File: src/rtl/stopwatch_pkg.sv
// Shared types and constants for the stopwatch timebase: FSM state encoding,
// BCD digit width and the modulus of each display digit.
package stopwatch_pkg;

    typedef enum logic [1:0] {
        IDLE  = 2'd0,
        RUN   = 2'd1,
        PAUSE = 2'd2
    } state_t;

    localparam int DIGIT_W    = 4;

    localparam int TENTH_MOD  = 10;
    localparam int SEC_MOD    = 10;
    localparam int TENSEC_MOD = 6;
    localparam int MIN_MOD    = 10;

endpackage

File: src/rtl/bcd_digit.sv
// One modulus-MOD BCD digit with synchronous clear and a combinational carry,
// so a chain of these advances every affected digit on the same edge.
module bcd_digit
    import stopwatch_pkg::*;
#(
    parameter int MOD = 10
) (
    input  logic               clk,
    input  logic               reset,
    input  logic               clr,
    input  logic               en,
    output logic [DIGIT_W-1:0] q,
    output logic               carry
);

    logic at_top;

    assign at_top = (q == DIGIT_W'(MOD - 1));
    assign carry  = en && at_top;

    // NOTE: sequential state uses non-blocking assignments so every flop in the
    // design samples pre-edge values regardless of process evaluation order.
    always_ff @(posedge clk) begin
        if (reset || clr) begin
            q <= '0;
        end else if (en) begin
            q <= at_top ? '0 : q + DIGIT_W'(1);
        end
    end

endmodule

File: src/rtl/stopwatch_counter.sv
// Stopwatch timebase: prescaler down to a 0.1 s tick, IDLE/RUN/PAUSE control
// and a cascaded M:SS.T BCD counter that rolls over from 9:59.9 to 0:00.0.
module stopwatch_counter
    import stopwatch_pkg::*;
#(
    parameter int TICK_DIV = 10_000_000,
    parameter int CNT_W    = 24
) (
    input  logic               clk,
    input  logic               reset,
    input  logic               start,
    input  logic               stop,
    input  logic               clear,
    output logic [DIGIT_W-1:0] min,
    output logic [DIGIT_W-1:0] tenSec,
    output logic [DIGIT_W-1:0] sec,
    output logic [DIGIT_W-1:0] tenthSec,
    output logic               running,
    output logic               tick,
    output logic               wrap
);

    state_t           state, state_nxt;
    logic [CNT_W-1:0] presc;
    logic             run_en;
    logic             tc;
    logic             clr_cnt;
    logic             c_tenth, c_sec, c_tensec, c_min;

    // NOTE: the default assignment first keeps every path covered, so no latch
    // is inferred for state_nxt.
    always_comb begin
        state_nxt = state;
        unique case (state)
            IDLE:    if (start && !stop) state_nxt = RUN;
            RUN:     if (stop)           state_nxt = PAUSE;
            PAUSE: begin
                if (clear)               state_nxt = IDLE;
                else if (start && !stop) state_nxt = RUN;
            end
            default:                     state_nxt = IDLE;
        endcase
    end

    always_ff @(posedge clk) begin
        if (reset) state <= IDLE;
        else       state <= state_nxt;
    end

    // The cycle carrying a stop pulse is excluded from the count.
    assign run_en  = (state == RUN) && !stop;
    assign tc      = run_en && (presc == CNT_W'(TICK_DIV - 1));
    assign clr_cnt = (state == PAUSE) && clear;
    assign running = (state == RUN);

    // Prescaler holds through PAUSE so a resume finishes the partial tenth.
    always_ff @(posedge clk) begin
        if (reset || clr_cnt || tc) begin
            presc <= '0;
        end else if (run_en) begin
            presc <= presc + CNT_W'(1);
        end
    end

    always_ff @(posedge clk) begin
        if (reset) begin
            tick <= 1'b0;
            wrap <= 1'b0;
        end else begin
            tick <= tc;
            wrap <= c_min;
        end
    end

    bcd_digit #(.MOD(TENTH_MOD)) u_tenth (
        .clk(clk), .reset(reset), .clr(clr_cnt), .en(tc),
        .q(tenthSec), .carry(c_tenth)
    );

    bcd_digit #(.MOD(SEC_MOD)) u_sec (
        .clk(clk), .reset(reset), .clr(clr_cnt), .en(c_tenth),
        .q(sec), .carry(c_sec)
    );

    bcd_digit #(.MOD(TENSEC_MOD)) u_tensec (
        .clk(clk), .reset(reset), .clr(clr_cnt), .en(c_sec),
        .q(tenSec), .carry(c_tensec)
    );

    bcd_digit #(.MOD(MIN_MOD)) u_min (
        .clk(clk), .reset(reset), .clr(clr_cnt), .en(c_tensec),
        .q(min), .carry(c_min)
    );

endmodule
File: config.mk
export PLATFORM = sky130hd
export DESIGN_NAME = stopwatch_counter
export DESIGN_NICKNAME = d
export VERILOG_FILES = /design/src/rtl/stopwatch_pkg.sv /design/src/rtl/bcd_digit.sv /design/src/rtl/stopwatch_counter.sv
export SDC_FILE = /design/constraint.sdc
export NUM_CORES = 1
export LEC_CHECK = 0
export ABC_AREA = 1
export BUFFER_PORTS_ARGS = -buffer_cell sky130_fd_sc_hd__clkbuf_2
export CAP_MARGIN = 20
export CORE_ASPECT_RATIO = 0.8
export CORE_UTILIZATION = 53
export DETAILED_ROUTE_END_ITERATION = 16
export PLACE_DENSITY = 0.85
export SLEW_MARGIN = 40
export SYNTH_ARGS = -nofsm -noshare
export SYNTH_HDL_FRONTEND = slang
export SYNTH_SLANG_ARGS = --single-unit
File: constraint.sdc
create_clock -name clk -period 1.5 [get_ports clk]
set_input_delay 0.15 -clock clk [delete_from_list [all_inputs] [get_ports clk]]
set_output_delay 0.15 -clock clk [all_outputs]
set_load 0.01 [all_outputs]
==> impl_metrics.ini <==
[outcome]
status = complete, but fails checks
violations_in_the_final_reports = setup timing

[cells_and_area]
final_layout_size_suffix_gt1_share_pct = 40.9
num_antenna_cells = 0
non_filler_instances = 500
multiInputGateArea_um2 = 1510
layout.filler_cells = 287
number_of_nets_in_the_finished_design = 448
final-seq-area_um2 = 898
synthToLayoutAreaGrowth_pct = 35.4
final_core_util_pct = 76.8

[clocking]
number_of_clock_buffers_inserted_by_tritoncts = 5
clock-sinks = 44
clkLatencyLatePin_ns = 0.31
cts_tree = yes
ctsHtreeMaxLevel = 2
cts_root_buffer = clkbuf_8
cts.clk_slew.worst_paths_ns = 0.09
max-clock-path-buffers = 2
cts_hold_repair.buffers = 0

[synth]
post_synth_edffs = 0
ys.warnings.count = 0
synth.net_count = 372
syn-mean-instance-area_um2 = 6.68
synth_cell_type_count = 29
ys_dominant_reg_cell = dfxtp_1
seq_total_area_yosys_pct = 36.0
netlist_area_um2 = 2440
synth-seq-cells = 44
synthesis.instances = 366
async_reset_ff_share_pct = 0

[die]
design.core.area_um2 = 4310
ios = 24
floorplan.initialDensity_pct = 56.7
die_area_um2 = 4890
die_height_um = 62.8
dieWidth_um = 77.9
placement_rows = 21

[pwr]
cell_pwr_density_nw_per_um2 = 630
finalPower_mw = 2.09
maximum_vdd_drop_mv = 0.570
power_leakage_nw = 1.47

[sta]
clock-skew-final_ns = 0.0131
final-hold-violation-count = 0
max_freq_mhz = 624
maxSlewViolCount = 0
fin_crit_sh_pct = 107
fin_ws_ns = -0.102
min_period_ns = 1.60
grt_setup_unrepaired = yes
setup_viol = 14
max_slew_margin_pct = 79.6
worst_slew_pin_slew_ns = 0.303

[global_route]
antenna_found_initial = 0
grt_first_pass_wirelength_mm = 10.5
grt_start_max_net_pins = 14
grt_remaining_overflow = 0
grt_usage_pct = 26.8
grt_pass1_vias = 2418

[worst_setup_path]
setup.worst_path.end_class = register
worst_path_dominant_cell_family = simple AND/OR/NAND/NOR gates
worstSetupPathType = reg2reg
r2r_setup_slack_ns = -0.10
critical_path_buf_inv_count = 0
crit_required_ns = 1.69
cp_cell_sequence = ha_4 > nand3_4 > nor2_4 > nand2_4 > nor2_8 > nand2_4 > nor2_8 > nand2_2 > nand3_2 > nand2_1
worst-endpoint-arrival_ns = 1.79
worst-path-max-fanout = 5
critical-path-max-stage-delay_ns = 0.37
crit_path_top_delay_cell = dfxtp_2
setup.worst_path.start_class = register

[drt]
remaining_drc_errors = 0
detailroute.wirelength.met3_um = 546
firstDrtPassIters = 10
top_layer_used = met4
drt.antenna.violating_nets = 0
dr_total_vias = 2709
drt-initial-drc-count = 241
dr_wl_met2_mm = 3.29
drt-total-wl_mm = 7.07
avg_vias_per_cell = 5.42
detail_route.wirelength.met1_mm = 3.05
routedWlPerCell_um = 14.1

[placement]
finalWeightedCongestion = 0.887
hpwl_mm = 4.44
pre_cts_ws_ns = -0.0993
place.port_buffers = 23
placedCellCount = 483

[run]
max-cap-violations = 0

[min_path]
min_path_type = in2reg
==> repair_timing <==
| action | CTS | global route |
|---|---|---|
| endpoints found under the setup margin | 38 | 40 |
| gates resized for setup | 20 | 59 |
| buffers inserted | 1 | 8 |
| cloned | 0 | 0 |
| pin swaps | 9 | 20 |
==> logic make-up after synthesis <==
| family | share of synthesized area, % |
|---|---|
| xor gates and xnor gates | 2.51 |
| buffers and inverters | 9.88 |
| adders and majority gates | 0.512 |
| DFF | 36.0 |
| and+or+nand+nor | 43.5 |
| AOI/OAI and AO/OA | 7.57 |
==> final cells by class <==
class / count / area share, %
Clock buffer: 6 / 2.49
Inverter: 61 / 6.99
Timing Repair Buffer: 71 / 15.2
Clock inverter: 2 / 0.302
Sequential cell: 44 / 27.1
Tap cell: 57 / 2.15
Multi-Input combinational cell: 259 / 45.7
==> layer usage <==
layer	up-vias	GRT usage (%)
met4	0	9.49
li1	1301	-
met5	-	0
met2	143	44.4
met3	26	5.55
met1	1239	34.6
==> power breakdown <==
part	leakage [nW]	internal (mW)	switching, mW
Clock	0.0510	0.368	0.422
Sequential	0.361	1.17	0.00465
Combinational	1.06	0.0492	0.0729
Total	1.47	1.59	0.500
==> stage by stage <==
step / hold WS (ns) / TNS [ns] / cell area [µm²]
detailed placement: 0.393 / -1.90 / 2920
finish: 0.0627 / -0.619 / 3310
global route: 0.0735 / -3.12 / 3310
floorplan: 0.219 / 0 / 2440
global placement: 0.388 / -0.222 / 2920
CTS: 0.0675 / -0.485 / 3090
==> cell usage after synthesis, drive strengths merged, types with 2 or more instances <==
cell    n  area, µm²
dfxtp  44        881
nor4    2       12.5
or2     3       18.8
nand3  21        128
nor3    9       45.0
nand4  13       81.3
xor2    4       35.0
a21oi  17       85.1
inv    61        229
o21ai  15       86.3
xnor2   3       26.3
buf     2       12.5
nand2  95        392
nor2   73        379
==> layout by cell type, fill, tap and decap left out, types with 7 or more instances in the layout <==
cell type,n
dfxtp_2,11
inv_2,17
nand2_2,16
dfxtp_1,32
buf_4,43
a21oi_1,13
nor2_2,13
nor3_1,7
nand2_1,74
nor2_4,13
clkbuf_2,23
nand4_1,13
inv_1,43
nor2_1,45
nand3_1,13
==> worst paths after layout <==
kind,endpoint,cells after the start,startpoint
setup / recovery,u_tensec.q[1],10,presc[1]
hold / removal,tick,2,reset
setup reg to reg,u_tensec.q[1],10,presc[1]
hold reg to reg,presc[10],2,presc[10]
==> state kept, by name, summed over array words and instances, names as in the netlist <==
signal / count
presc: 24
state: 2
tick: 1
u_min.q: 4
u_sec.q: 4
u_tensec.q: 4
u_tenth.q: 4
wrap: 1
==> worst reg2reg max path, cell delays in order (launching register included) <==
cell,delay [ns]
dfxtp_2,0.37
ha_4,0.16
nand3_4,0.11
nor2_4,0.15
nand2_4,0.08
nor2_8,0.14
nand2_4,0.11
nor2_8,0.15
nand2_2,0.10
nand3_2,0.07
nand2_1,0.06
No activity file was read; power rests on OpenSTA's default activity.
